--- src/rtl/cpu_pkg.sv ---
// Shared encodings for the multicycle CPU sequencer: phase bus codes,
// instruction class codes, the "always" condition and the compare-opcode range.
package cpu_pkg;

    // Values driven on the shared phase bus
    typedef enum logic [1:0] {
        PH_FETCH  = 2'b00,
        PH_DECODE = 2'b01,
        PH_EXEC   = 2'b10,
        PH_WB     = 2'b11
    } phase_e;

    // Instruction class held in ir[27:26]
    typedef enum logic [1:0] {
        CLS_DP  = 2'b00,
        CLS_LS  = 2'b01,
        CLS_BR  = 2'b10,
        CLS_UND = 2'b11
    } iclass_e;

    // Condition code presented when no instruction is in flight
    localparam logic [3:0] COND_AL = 4'b1110;

    // Data-processing opcodes in this range only update flags
    localparam logic [3:0] CMP_OP_LO = 4'b1000;
    localparam logic [3:0] CMP_OP_HI = 4'b1011;

endpackage

--- src/rtl/phase_ctrl_if.sv ---
// Bus between the phase sequencer and the rest of the CPU: instruction fetch
// data, memory/flags feedback, the phase bus and the commit strobes.
interface phase_ctrl_if #(
    parameter int REG_SIZE = 32,
    parameter int COND_LEN = 4
);
    logic [REG_SIZE-1:0] instr;
    logic                mem_busy;
    logic                cond_met;
    logic                halt;
    logic [1:0]          phase;
    logic [REG_SIZE-1:0] ir;
    logic [COND_LEN-1:0] cond_code;
    logic                comp;
    logic                mem_re;
    logic                mem_we;
    logic                reg_we;
    logic                pc_we;
    logic                branch_take;
    logic                halted;

    modport master (
        input  instr, mem_busy, cond_met, halt,
        output phase, ir, cond_code, comp, mem_re, mem_we, reg_we, pc_we,
               branch_take, halted
    );

    modport slave (
        output instr, mem_busy, cond_met, halt,
        input  phase, ir, cond_code, comp, mem_re, mem_we, reg_we, pc_we,
               branch_take, halted
    );
endinterface

--- src/rtl/instr_decode.sv ---
// Combinational field decode of the latched instruction word.
module instr_decode
    import cpu_pkg::*;
#(
    parameter int REG_SIZE = 32
) (
    input  logic [REG_SIZE-1:0] ir,
    output iclass_e             iclass,
    output logic                s_bit,
    output logic                l_bit,
    output logic                is_compare,
    output logic                writes_reg
);
    logic [3:0] opcode;
    logic       unused_fields;

    assign unused_fields = ^{ir[REG_SIZE-1:28], ir[25], ir[19:0]};

    // Class, S/L bits and register-write intent from the instruction fields
    always_comb begin
        iclass     = iclass_e'(ir[27:26]);
        opcode     = ir[24:21];
        s_bit      = ir[20];
        l_bit      = (iclass == CLS_LS) && ir[20];
        is_compare = (iclass == CLS_DP) && (opcode >= CMP_OP_LO) && (opcode <= CMP_OP_HI);
        writes_reg = ((iclass == CLS_DP) && !is_compare) || l_bit;
    end

endmodule

--- src/rtl/phase_ctrl.sv ---
// Four-phase instruction sequencer (FETCH, DECODE, EXEC, WB).
// Optional debug halt parking state enabled by defining PHASE_CTRL_HALT_EN.
module phase_ctrl
    import cpu_pkg::*;
#(
    parameter int REG_SIZE = 32,
    parameter int COND_LEN = 4
) (
    input logic          clk,
    input logic          rst_n,
    phase_ctrl_if.master bus
);
    typedef enum logic [2:0] {
        ST_FETCH  = 3'd0,
        ST_DECODE = 3'd1,
        ST_EXEC   = 3'd2,
        ST_WB     = 3'd3
`ifdef PHASE_CTRL_HALT_EN
        , ST_HALT = 3'd4
`endif
    } state_e;

    state_e              state;
    state_e              next_state;
    logic [REG_SIZE-1:0] ir_q;

    iclass_e iclass;
    logic    s_bit;
    logic    l_bit;
    logic    is_compare;
    logic    writes_reg;
    logic    is_dp;
    logic    is_ls;
    logic    is_br;
    logic    exec_done;

    phase_e  phase_c;
    logic    comp_c;
    logic    mem_re_c;
    logic    mem_we_c;
    logic    reg_we_c;
    logic    pc_we_c;
    logic    branch_take_c;
    logic    halted_c;
    logic    in_instr;

    instr_decode #(.REG_SIZE(REG_SIZE)) u_decode (
        .ir         (ir_q),
        .iclass     (iclass),
        .s_bit      (s_bit),
        .l_bit      (l_bit),
        .is_compare (is_compare),
        .writes_reg (writes_reg)
    );

    assign is_dp = (iclass == CLS_DP);
    assign is_ls = (iclass == CLS_LS);
    assign is_br = (iclass == CLS_BR);

`ifndef PHASE_CTRL_HALT_EN
    logic unused_halt;
    assign unused_halt = bus.halt ^ is_compare;
`endif

    // Phase state register; reset aborts any instruction in flight
    always_ff @(posedge clk or negedge rst_n) begin
        if (!rst_n) begin
            state <= ST_FETCH;
        end else begin
            state <= next_state;
        end
    end

    // Instruction latch, loaded on the edge leaving FETCH
    always_ff @(posedge clk or negedge rst_n) begin
        if (!rst_n) begin
            ir_q <= '0;
        end else if (state == ST_FETCH) begin
            ir_q <= bus.instr;
        end
    end

    // Next-state and strobe generation; stores commit only in WB so a failed
    // condition can never write memory
    always_comb begin
        next_state    = state;
        phase_c       = PH_FETCH;
        comp_c        = 1'b0;
        mem_re_c      = 1'b0;
        mem_we_c      = 1'b0;
        reg_we_c      = 1'b0;
        pc_we_c       = 1'b0;
        branch_take_c = 1'b0;
        halted_c      = 1'b0;
        exec_done     = !(is_ls && bus.mem_busy);
        case (state)
            ST_FETCH: begin
                phase_c    = PH_FETCH;
                next_state = ST_DECODE;
            end
            ST_DECODE: begin
                phase_c    = PH_DECODE;
                next_state = ST_EXEC;
            end
            ST_EXEC: begin
                phase_c  = PH_EXEC;
                mem_re_c = is_ls && l_bit;
                comp_c   = exec_done && is_dp && s_bit;
                if (exec_done) begin
                    next_state = ST_WB;
                end
            end
            ST_WB: begin
                phase_c       = PH_WB;
                pc_we_c       = 1'b1;
                reg_we_c      = bus.cond_met && writes_reg;
                mem_we_c      = bus.cond_met && is_ls && !l_bit;
                branch_take_c = bus.cond_met && is_br;
`ifdef PHASE_CTRL_HALT_EN
                next_state    = bus.halt ? ST_HALT : ST_FETCH;
`else
                next_state    = ST_FETCH;
`endif
            end
`ifdef PHASE_CTRL_HALT_EN
            ST_HALT: begin
                phase_c    = PH_FETCH;
                halted_c   = 1'b1;
                next_state = bus.halt ? ST_HALT : ST_FETCH;
            end
`endif
            default: begin
                next_state = ST_FETCH;
            end
        endcase
    end

    assign in_instr = (state == ST_DECODE) || (state == ST_EXEC) || (state == ST_WB);

    assign bus.phase       = phase_c;
    assign bus.ir          = ir_q;
    assign bus.cond_code   = in_instr ? ir_q[REG_SIZE-1 -: COND_LEN] : COND_LEN'(COND_AL);
    assign bus.comp        = comp_c;
    assign bus.mem_re      = mem_re_c;
    assign bus.mem_we      = mem_we_c;
    assign bus.reg_we      = reg_we_c;
    assign bus.pc_we       = pc_we_c;
    assign bus.branch_take = branch_take_c;
    assign bus.halted      = halted_c;

endmodule
--- src/flat_wrapper.sv ---
// flat-port wrapper written by rule: the top's interface ports become plain ports
module phase_ctrl_flat import cpu_pkg::*;
#(
    parameter int REG_SIZE = 32,
    parameter int COND_LEN = 4
)
  (clk, rst_n, bus_instr, bus_mem_busy, bus_cond_met, bus_halt, bus_phase, bus_ir, bus_cond_code, bus_comp, bus_mem_re, bus_mem_we, bus_reg_we, bus_pc_we, bus_branch_take, bus_halted);
  phase_ctrl_if #(.REG_SIZE(REG_SIZE), .COND_LEN(COND_LEN)) bus_i ();
  input logic clk;
  input logic rst_n;
  input wire logic [$bits(bus_i.instr)-1:0] bus_instr;
  input wire logic [$bits(bus_i.mem_busy)-1:0] bus_mem_busy;
  input wire logic [$bits(bus_i.cond_met)-1:0] bus_cond_met;
  input wire logic [$bits(bus_i.halt)-1:0] bus_halt;
  output wire logic [$bits(bus_i.phase)-1:0] bus_phase;
  output wire logic [$bits(bus_i.ir)-1:0] bus_ir;
  output wire logic [$bits(bus_i.cond_code)-1:0] bus_cond_code;
  output wire logic [$bits(bus_i.comp)-1:0] bus_comp;
  output wire logic [$bits(bus_i.mem_re)-1:0] bus_mem_re;
  output wire logic [$bits(bus_i.mem_we)-1:0] bus_mem_we;
  output wire logic [$bits(bus_i.reg_we)-1:0] bus_reg_we;
  output wire logic [$bits(bus_i.pc_we)-1:0] bus_pc_we;
  output wire logic [$bits(bus_i.branch_take)-1:0] bus_branch_take;
  output wire logic [$bits(bus_i.halted)-1:0] bus_halted;
  assign bus_i.instr = bus_instr;
  assign bus_i.mem_busy = bus_mem_busy;
  assign bus_i.cond_met = bus_cond_met;
  assign bus_i.halt = bus_halt;
  assign bus_phase = bus_i.phase;
  assign bus_ir = bus_i.ir;
  assign bus_cond_code = bus_i.cond_code;
  assign bus_comp = bus_i.comp;
  assign bus_mem_re = bus_i.mem_re;
  assign bus_mem_we = bus_i.mem_we;
  assign bus_reg_we = bus_i.reg_we;
  assign bus_pc_we = bus_i.pc_we;
  assign bus_branch_take = bus_i.branch_take;
  assign bus_halted = bus_i.halted;
  phase_ctrl #(.REG_SIZE(REG_SIZE), .COND_LEN(COND_LEN)) u_core (.clk(clk), .rst_n(rst_n), .bus(bus_i));
endmodule
--- config.mk ---
export PLATFORM = sky130hd
export DESIGN_NAME = phase_ctrl_flat
export DESIGN_NICKNAME = d
export VERILOG_FILES = /design/src/rtl/cpu_pkg.sv /design/src/rtl/phase_ctrl_if.sv /design/src/rtl/instr_decode.sv /design/src/rtl/phase_ctrl.sv /design/src/flat_wrapper.sv
export SDC_FILE = /design/constraint.sdc
export NUM_CORES = 1
export LEC_CHECK = 0
export CORE_MARGIN = 2
export CORE_UTILIZATION = 38
export DETAILED_ROUTE_END_ITERATION = 10
export PLACE_DENSITY = 0.79
export SKIP_CTS_REPAIR_TIMING = 1
export SLEW_MARGIN = 20
export SYNTH_ARGS = -nofsm -noshare
export SYNTH_HDL_FRONTEND = slang
export SYNTH_SLANG_ARGS = --single-unit
--- constraint.sdc ---
create_clock -name clk -period 1.6 [get_ports clk]
set_input_delay 0.32 -clock clk [delete_from_list [all_inputs] [get_ports clk]]
set_output_delay 0.32 -clock clk [all_outputs]
set_load 0.1 [all_outputs]
* After elaboration in Yosys (flattened, before gate mapping)
Index checks and enable logic that the tools add are counted.
** Storage, ports and cells
- Bits in registers :: 35
- Input port bits :: 37
- Output and inout bits :: 45
** Cells by class
- Magnitude comparators :: 2
- Equality and inequality tests :: 6
- Multiplexer cells :: 10
- Reduce and logical (&&, ||, !) cells :: 20
** Operators with widths (number)
- 1-bit logical AND :: 12
- 3-bit case mux with 3 select lines :: 1
- 3-bit by 2-bit equality test with 1-bit output, second input constant :: 2
- 1-bit 2-to-1 mux :: 6
- 2-bit case mux with 3 select lines :: 1
- 4-bit greater-or-equal comparator, second input constant :: 1
- 4-bit <= comparator, second input constant :: 1
- 4-bit 2-to-1 mux :: 1
- 3-bit by 1-bit equality test with 1-bit output, second input constant :: 1
- 1-bit logical NOT :: 3
- 3-bit logical NOT :: 1
- 1-bit logical OR :: 3
- 3-bit 2-to-1 mux :: 1
- 2-bit by 1-bit equality test with 1-bit output, second input constant :: 1
- 2-bit equality test, second input constant :: 1
- 2-bit logical NOT :: 1
- 2-bit inequality test, second input constant :: 1

* Logic depth before layout (Yosys ltp)
Gate-level depths: netlist of run 1.
- Depth in word-level cells :: 8
- Mapped depth :: 6
- Mapped depth without buffers :: 4

* By module
A second synthesis of run 1 with hierarchy kept.
** Second synthesis, totals
- Cell total of the unflattened synthesis :: 104
- Area, all modules :: 1665.3 um^2
** By module, submodules not included
- phase_ctrl :: times used 1, cells each 96, area an instance 1587.8 um^2, sequential area each 850.8 um^2
- instr_decode :: times used 1, cells each 8, area an instance 77.6 um^2, sequential area each 0.0 um^2

* Worst setup path before layout of run 1
OpenSTA, ideal clock, no wires.
- Kind :: reg-to-output
- From :: register u_core.state[1]
- To :: output port bus_mem_we
- Arrival time :: 4.607 ns
- Data required time :: 1.280 ns
- Path slack :: -3.327 ns
- Stages on the path, launching flop included :: 4
- Cell sequence :: dfrtp_1 -> ha_1 -> nand2_1 -> nor4b_1
** On the way
- Cells in the longest elaborated chain, start to end :: 2
** RTL lines
- start, declared :: RTL line phase_ctrl.sv:23 : state_e state;
- start signal, assigned :: RTL line phase_ctrl.sv:70 : state <= next_state;
- 3-bit by 2-bit equality test with 1-bit output :: RTL line phase_ctrl.sv:96 : case (state)
- 1-bit 2-to-1 mux :: RTL line phase_ctrl.sv:96
- end, declared :: RTL line flat_wrapper.sv:20 : output wire logic [$bits(bus_i.mem_we)-1:0] bus_mem_we;
Every way passes these cells.

* Worst setup path after layout of run 1
- From :: register u_core.ir_q[26], in the netlist u_core.bus.ir[26]
- To :: output port bus_reg_we
** On the way
- Cells in the longest elaborated chain, start to end :: 8
** RTL lines
- start, declared :: RTL line phase_ctrl.sv:25 : logic [REG_SIZE-1:0] ir_q;
- start signal, assigned :: RTL line phase_ctrl.sv:79 : ir_q <= bus.instr;
- 2-bit logical NOT :: RTL line instr_decode.sv:25, instr_decode.sv:26
- 1-bit logical AND (2 in series) :: RTL line instr_decode.sv:25 : is_compare = (iclass == CLS_DP) && (opcode >= CMP_OP_LO) && (opcode <= CMP_OP_HI);
- 1-bit logical NOT :: RTL line instr_decode.sv:26 : writes_reg = ((iclass == CLS_DP) && !is_compare) || l_bit;
- 1-bit logical AND :: RTL line instr_decode.sv:26
- 1-bit logical OR (*) :: RTL line instr_decode.sv:26
- 1-bit logical AND (*) :: RTL line phase_ctrl.sv:116 : reg_we_c = bus.cond_met && writes_reg;
- 1-bit 2-to-1 mux (*) :: RTL line phase_ctrl.sv:96
- end, declared :: RTL line flat_wrapper.sv:21 : output wire logic [$bits(bus_i.reg_we)-1:0] bus_reg_we;
Mark *: on every way between the ends. The rest lies on a longest branch, timed or not.

==> flow_summary.ini, run 1 <==
[run_status]
status = complete, but fails checks
violated_checks = setup timing

[final_layout]
final_cells = 246
final_layout_size_suffix_gt1_share_pct = 67.2
num_antenna_cells = 0
most_used_cells_in_the_layout_excluding_fill_and_tap_cells = 45 x sky130_fd_sc_hd__buf_12, 35 x sky130_fd_sc_hd__clkdlybuf4s50_1, 24 x sky130_fd_sc_hd__dfrtp_1
final_standard_cell_area_without_fillers_um2 = 3250
most_common_library_cell_in_the_layout_ignoring_fill_and_taps = sky130_fd_sc_hd__buf_12
postLayoutCoreUtil_pct = 86.7
finalNetCount = 239
syn_to_final_growth_pct = 116

[logic_synthesis]
yosys_warnings = 0
sequential_fraction_of_the_synthesis_area_pct = 56.7
synthesis.instances = 100
postSynthNetCount = 142
synth-seq-cells = 34
synth.distinct_cells = 21
synth.avg_cell_area_um2 = 15.0
area_of_the_mapped_netlist_um2 = 1500

[setup_path]
cp_top_family = flip-flops
critPathLaunchType = flop
critical_path.cell_chain = nor2b_4 > a2111oi_4 > buf_12
path_buf_inv = 1
worst_path_arrival_time_ns = 1.51
timing.critical_path.slowest_stage_cell = sky130_fd_sc_hd__dfrtp_4
r2r_setup_slack_ns = 0
crit-reg2reg-capture = u_core.bus.ir[20]
critPathCaptureType = output pin
reg2regPathDepth = 6
cpPeakStageDelay_ns = 0.50
worstPathMaxFanout = 4
cp.required_ns = 1.28
worst_r2r_startpoint = u_core.state[0]
timing_worst_setup_path_type = flop to output pin

[place]
place.detailed.hpwl_mm = 3.10
routabilityCongestion = 0.650
dp_cells = 229
detailed_place.area_um2 = 2920
place.port_buffers = 79

[min_path]
hp-class = input port to async pin

[die]
die_y_um = 66.9
placeableCoreArea_um2 = 3740
die-area_um2 = 4470
die_w_um = 66.9
num_rows = 22
initial_core_util_pct = 40.1
top_level_ports = 82

[detailed_routing]
detail_route.wl_per_cell_um = 17.9
wirelength_mm = 4.41
drt-vias-per-instance = 4.84
drtPass1Iterations = 4
detail_route.iter0.violations = 32
final_antenna_net_count = 0
drc = 0
routed-via-count = 1191

[clocking]
clock_sink_count = 34
clkSlewWorstSetupHoldPaths_ns = 0.08
clock_root_buffer_master = sky130_fd_sc_hd__clkbuf_8
cts_buffers = 5
cts.path.max_buffers = 2
cts_tree = done
worstSkewPairLatency_ns = 0.28
cts_max_level = 2

[sta]
final.setup_skew_ns = 0.00665
layout_min_cycle_time_ns = 1.83
period_share_pct = 115
fin_worst_hold_slack_ns = 0.431
finalSetupViolCount = 12
grt_setup_unrepaired = yes
post-route-worst-setup-slack_ns = -0.235
timing.final.hold_violations = 0
max_clock_freq_mhz = 545
finalMaxSlewViolations = 0

[grt]
wire_length_of_the_first_global_routing_pass_mm = 6.59
grt_max_degree = 35
globalRouteTotalUtil_pct = 20.3
number_of_antenna_violations_at_the_first_check_in_global_routing = 0
globalRouteOverflowTotal = 0
number_of_global_route_vias_before_repair = 1371

[run]
max-cap-violations = 0
==> how the worst max path moves through the flow <==
stage          cells past startpoint            to               from  slack [ns]
4_1_cts                            5  bus_phase[0]    u_core.state[0]       -0.32
5_1_grt                            3    bus_reg_we  u_core.bus.ir[26]       -0.30
2_1_floorplan                      2    bus_reg_we  u_core.bus.ir[26]       -0.73
6_report                           3    bus_reg_we  u_core.bus.ir[26]       -0.23
3_5_place_dp                       4    bus_mem_we       bus_cond_met       -0.13
3_3_place_gp                       4    bus_mem_we       bus_cond_met       -0.11
==> per-layer routing <==
| metal | global-route usage (%) | part of all wire (%) | vias up |
|---|---|---|---|
| li1 | - | - | 533 |
| met1 | 20.8 | 36 | 598 |
| met2 | 38.1 | 55 | 54 |
| met3 | 7.60 | 7.7 | 6 |
| met4 | 5.36 | 1.0 | 0 |
| met5 | 0 | 0 | - |
==> metrics by stage <==
step,TNS [ns],worst slack (ns)
5_1_grt,-2.62,-0.303
6_report,-1.72,-0.235
2_1_floorplan,-2.69,-0.730
3_3_place_gp,-0.279,-0.112
3_5_place_dp,-1.48,-0.132
4_1_cts,-4.72,-0.322
==> state kept, by name, summed over array words and instances (netlist names) <==
signal / flops
u_core.bus.ir: 32
u_core.state: 2
==> final cells by class <==
type	instances	area (µm²)
Timing Repair Buffer	96	1400
Sequential cell	34	868
Multi-Input combinational cell	58	766
Fill cell	180	498
Clock buffer	5	68.8
Clock inverter	3	68.8
Tap cell	48	60.1
Inverter	2	10.0
==> synth_stat cells, drive strengths merged <==
| master | instances | area, µm² |
|---|---|---|
| a2111oi | 1 | 15.0 |
| a21o | 1 | 7.51 |
| and4b | 1 | 11.3 |
| and4bb | 1 | 12.5 |
| buf | 6 | 52.6 |
| conb | 1 | 3.75 |
| dfrtp | 34 | 851 |
| ha | 5 | 62.6 |
| inv | 2 | 7.51 |
| mux2 | 32 | 375 |
| mux2i | 1 | 10.0 |
| nand2 | 1 | 3.75 |
| nand4b | 1 | 15.0 |
| nor2 | 5 | 18.8 |
| nor2b | 2 | 12.5 |
| nor3b | 1 | 7.51 |
| nor4b | 1 | 8.76 |
| o21bai | 1 | 7.51 |
| or2 | 3 | 18.8 |
==> logic make-up (layout without fill, tap and decap cells) <==
family	Yosys count	in the layout	synth area share (%)
and+or+nand+nor	16	16	7.25
DFF	34	34	56.7
buffers and inverters	8	106	4.00
adders and majority gates	5	5	4.17
other	1	1	0.250
muxes	33	33	25.7
AOI/OAI and AO/OA	3	3	2.00
Power of run 1 is not shown: default switching activity piles up to over one toggle a cycle in this logic, so the estimate is an artifact.
==> run 2: changes to the inputs <==
--- a/config.mk
+++ b/config.mk
@@ -8,9 +8,8 @@
 export CORE_MARGIN = 2
 export CORE_UTILIZATION = 38
 export DETAILED_ROUTE_END_ITERATION = 10
-export PLACE_DENSITY = 0.79
+export PLACE_DENSITY_LB_ADDON = 0.2
 export SKIP_CTS_REPAIR_TIMING = 1
-export SLEW_MARGIN = 20
 export SYNTH_ARGS = -nofsm -noshare
 export SYNTH_HDL_FRONTEND = slang
 export SYNTH_SLANG_ARGS = --single-unit
==> run 2 against run 1 <==
Compared with the run above:
- the run still ends with setup timing left
- utilization shrank 3.0 points
- non-clock buffer count fell by 3
- sequential cell count stayed put
- critical path depth grew 2
- first-iteration DRC count is 16% lower
- design area shrank 3.5%
- global-route usage fell by 1.2 points
- sequential share of layout area increased by 0.93 points
- critical endpoint is now bus_mem_we
==> flow_summary.ini, run 2 (synthesis gave the netlist of run 1 again) <==
[die]
die-area_um2 = 4470
placeableCoreArea_um2 = 3740
num_rows = 22
initial_core_util_pct = 40.1
top_level_ports = 82
die_y_um = 66.9
die_w_um = 66.9

[final_layout]
filler_cell_count = 193
most_used_cells_in_the_layout_excluding_fill_and_tap_cells = 45 x sky130_fd_sc_hd__buf_12, 35 x sky130_fd_sc_hd__clkdlybuf4s50_1, 28 x sky130_fd_sc_hd__mux2_2
num_antenna_cells = 0
largest_register_ff_count = 32
syn_to_final_growth_pct = 109
most_common_library_cell_in_the_layout_ignoring_fill_and_taps = sky130_fd_sc_hd__buf_12
finalNetCount = 236
final_layout_size_suffix_gt1_share_pct = 64.1

[grt]
grt_max_degree = 35
wire_length_of_the_first_global_routing_pass_mm = 6.20
globalRouteTotalUtil_pct = 19.0
number_of_antenna_violations_at_the_first_check_in_global_routing = 0
globalRouteOverflowTotal = 0
number_of_global_route_vias_before_repair = 1281

[run_status]
violated_checks = setup timing
status = complete, but fails checks

[sta]
period_share_pct = 118
final.setup_skew_ns = 0.00362
post-route-worst-setup-slack_ns = -0.280
fin_worst_hold_slack_ns = 0.397
timing.final.hold_violations = 0
layout_min_cycle_time_ns = 1.88
finalSetupViolCount = 23
finalMaxSlewViolations = 0
max_clock_freq_mhz = 532
grt_setup_unrepaired = yes

[setup_path]
critPathCaptureType = output pin
cp_top_family = flip-flops
critical_path.cell_chain = buf_6 > ha_4 > nand2_4 > nor4b_4 > buf_12
timing.critical_path.slowest_stage_cell = sky130_fd_sc_hd__dfrtp_1
worstPathMaxFanout = 3
worst_path_arrival_time_ns = 1.56
critPathLaunchType = flop
cp.required_ns = 1.28
cpPeakStageDelay_ns = 0.40
path_buf_inv = 2
timing_worst_setup_path_type = flop to output pin

[clocking]
cts.path.max_buffers = 2
clkSlewWorstSetupHoldPaths_ns = 0.07
cts_tree = done
clock_root_buffer_master = sky130_fd_sc_hd__clkbuf_8
worstSkewPairLatency_ns = 0.28
cts_max_level = 2
clock_sink_count = 34
cts_buffers = 5

[place]
routabilityCongestion = 0.668
place.port_buffers = 79
place.detailed.hpwl_mm = 3.08

[detailed_routing]
drc = 0
detail_route.iter0.violations = 27
drtPass1Iterations = 4
detail_route.wl_per_cell_um = 16.1
routed-via-count = 1149
final_antenna_net_count = 0
drt-vias-per-instance = 4.73
wirelength_mm = 3.92

[run]
max-cap-violations = 0

[min_path]
hp-class = input port to async pin
==> run 2: final timing paths <==
path | endpoint | startpoint | slack, ns | depth (start not counted)
setup reg to reg | u_core.bus.ir[12] | u_core.state[0] | -0.08 | 6
hold reg to reg | u_core.bus.ir[31] | u_core.bus.ir[31] | 0.57 | 1
max in group asynchronous | u_core.bus.ir[23] | rst_n | 1.00 | 2
min in group clk | u_core.bus.ir[31] | u_core.bus.ir[31] | 0.57 | 1
setup / recovery | bus_mem_we | u_core.state[1] | -0.28 | 5
hold / removal | u_core.bus.ir[0] | rst_n | 0.40 | 2
==> run 2: layer usage <==
metal	GRT usage (%)	up-vias	part of all wire, %
li1	-	528	-
met1	22.0	567	36
met2	32.9	48	54
met3	7.09	6	8.6
met4	5.36	0	1.2
met5	0	-	0
==> run 2: cell type report <==
class	count	area, µm²	area share [%]
multi-input combinational	58	727	23.2
inverter	2	7.51	0.240
clock inverter	1	30.0	0.959
tap	48	60.1	1.92
clock buffer	7	76.3	2.44
timing repair buffer	93	1360	43.5
sequential	34	867	27.7
==> run 2: metrics by stage <==
stage	setup WS [ns]	area (µm²)	utilization, %	TNS, ns	std cells
2_1_floorplan	-0.730	1620	-	-2.69	100
3_3_place_gp	-0.113	2940	78.6	-0.283	231
3_5_place_dp	-0.143	2940	78.6	-0.998	231
4_1_cts	-0.361	3050	81.5	-4.21	239
5_1_grt	-0.330	3130	83.7	-4.09	243
6_report	-0.280	3130	83.7	-2.93	243
Power of run 2 is left out for the same reason.
==> run 3: changes to the inputs <==
--- a/config.mk
+++ b/config.mk
@@ -9,6 +9,7 @@
 export CORE_UTILIZATION = 38
 export DETAILED_ROUTE_END_ITERATION = 10
 export PLACE_DENSITY_LB_ADDON = 0.2
+export SETUP_SLACK_MARGIN = 0.02
 export SKIP_CTS_REPAIR_TIMING = 1
 export SYNTH_ARGS = -nofsm -noshare
 export SYNTH_HDL_FRONTEND = slang
==> run 3 against run 2 <==
Compared with the run above:
- the flow still finishes with violations (setup timing)
- utilization grew 0.23 points
- global-route usage shrank 0.35 points
- via count grew 3.0%
- worst hold slack gained 0.0047 ns
- clock skew grew 0.0034 ns
- final cell count grew 0.82%
- first-iteration DRC count grew 37%
- maximum frequency grew 0.33%
- critical endpoint is now bus_reg_we
==> flow_summary.ini, run 3 (synthesis gave the netlist of run 1 again) <==
[sta]
post-route-worst-setup-slack_ns = -0.274
finalSetupTns_ns = -2.05
layout_min_cycle_time_ns = 1.87
grt_setup_unrepaired = yes
max_clock_freq_mhz = 534
finalSetupViolCount = 11
fin_worst_hold_slack_ns = 0.402
final.setup_skew_ns = 0.00703
timing.final.hold_violations = 0
period_share_pct = 117
finalMaxSlewViolations = 0

[final_layout]
filler_cell_count = 186
final_layout_size_suffix_gt1_share_pct = 66.5
finalNetCount = 238
most_common_library_cell_in_the_layout_ignoring_fill_and_taps = sky130_fd_sc_hd__buf_12
most_used_cells_in_the_layout_excluding_fill_and_tap_cells = 46 x sky130_fd_sc_hd__buf_12, 35 x sky130_fd_sc_hd__clkdlybuf4s50_1, 28 x sky130_fd_sc_hd__mux2_2
syn_to_final_growth_pct = 109
largest_register_ff_count = 32
num_antenna_cells = 0

[detailed_routing]
detail_route.iter0.violations = 37
drtPass1Iterations = 4
met3RoutedLength_um = 318
top_signal_layer_used = met4
drt-vias-per-instance = 4.83
detail_route.wl_per_cell_um = 18.3
wirelength_mm = 4.48
wl_met1_mm = 1.57
routed-via-count = 1184
final_antenna_net_count = 0
wl_met2_mm = 2.53
drc = 0

[die]
die_w_um = 66.9
die-area_um2 = 4470
initial_core_util_pct = 40.1
placeableCoreArea_um2 = 3740
top_level_ports = 82
die_y_um = 66.9
num_rows = 22

[min_path]
hp-class = input port to async pin

[run_status]
violated_checks = setup timing
status = complete, but fails checks

[setup_path]
crit_path_start = u_core.bus.ir[26]
worst_r2r_startpoint = u_core.state[1]
critPathLaunchType = flop
timing_worst_setup_path_type = flop to output pin
critPathCaptureType = output pin
worst_path_arrival_time_ns = 1.55
worstPathMaxFanout = 5
cp.required_ns = 1.28

[place]
post-place-ws_ns = -0.164
place.port_buffers = 79
routabilityCongestion = 0.703
place.detailed.hpwl_mm = 3.12

[grt]
grt_max_degree = 35
wire_length_of_the_first_global_routing_pass_mm = 5.92
globalRouteOverflowTotal = 0
globalRouteTotalUtil_pct = 18.7
number_of_global_route_vias_before_repair = 1219
number_of_antenna_violations_at_the_first_check_in_global_routing = 0

[clocking]
cts_max_level = 2
cts_tree = done
clock_sink_count = 34
clock_root_buffer_master = sky130_fd_sc_hd__clkbuf_8
worstSkewPairLatency_ns = 0.28
cts_buffers = 5
clkSlewWorstSetupHoldPaths_ns = 0.06
cts.path.max_buffers = 2

[run]
max-cap-violations = 0
## run 3: cell types whose count changed in the layout (fill, tap and decap cells not counted), sizes merged
cell    previous run  this run
buf               58        60
bufinv             1         0
clkinv             0         1
## run 3: final timing paths
kind                                     end  slack (ns)  depth (start not counted)
setup / recovery                  bus_reg_we       -0.27                          3
hold / removal              u_core.bus.ir[0]        0.40                          2
setup reg to reg           u_core.bus.ir[19]        0.03                          5
hold reg to reg             u_core.bus.ir[7]        0.57                          1
max in group asynchronous  u_core.bus.ir[23]        1.00                          2
min in group clk            u_core.bus.ir[7]        0.57                          1
## run 3: area by class of cell
class | instances | area, µm² | share of cell area (%)
Sequential cell | 34 | 868 | 27.6
Clock inverter | 1 | 5.00 | 0.159
Timing Repair Buffer | 95 | 1390 | 44.3
Clock buffer | 7 | 86.3 | 2.75
Inverter | 2 | 10.0 | 0.319
Multi-Input combinational cell | 58 | 719 | 22.9
Tap cell | 48 | 60.1 | 1.91
## run 3: metrics by stage
| step | std cells | util (%) | cell area, µm² |
|---|---|---|---|
| floorplan | 100 | - | 1620 |
| global placement | 228 | 78.0 | 2920 |
| detailed placement | 228 | 78.0 | 2920 |
| CTS | 236 | 80.5 | 3010 |
| global route | 245 | 83.9 | 3140 |
| finish | 245 | 83.9 | 3140 |
## run 3: critical path: stages, from the launching register on
cell and delay (ns):
sky130_fd_sc_hd__dfrtp_4 0.51, sky130_fd_sc_hd__nor2b_4 0.15, sky130_fd_sc_hd__a2111oi_4 0.39, sky130_fd_sc_hd__buf_12 0.22
## run 3: layer usage
layer / track usage [%] / vias up
li1: - / 533
met4: 5.36 / 0
met1: 19.9 / 596
met2: 33.9 / 49
met3: 7.26 / 6
met5: 0 / -
Power of run 3 is left out for the same reason.
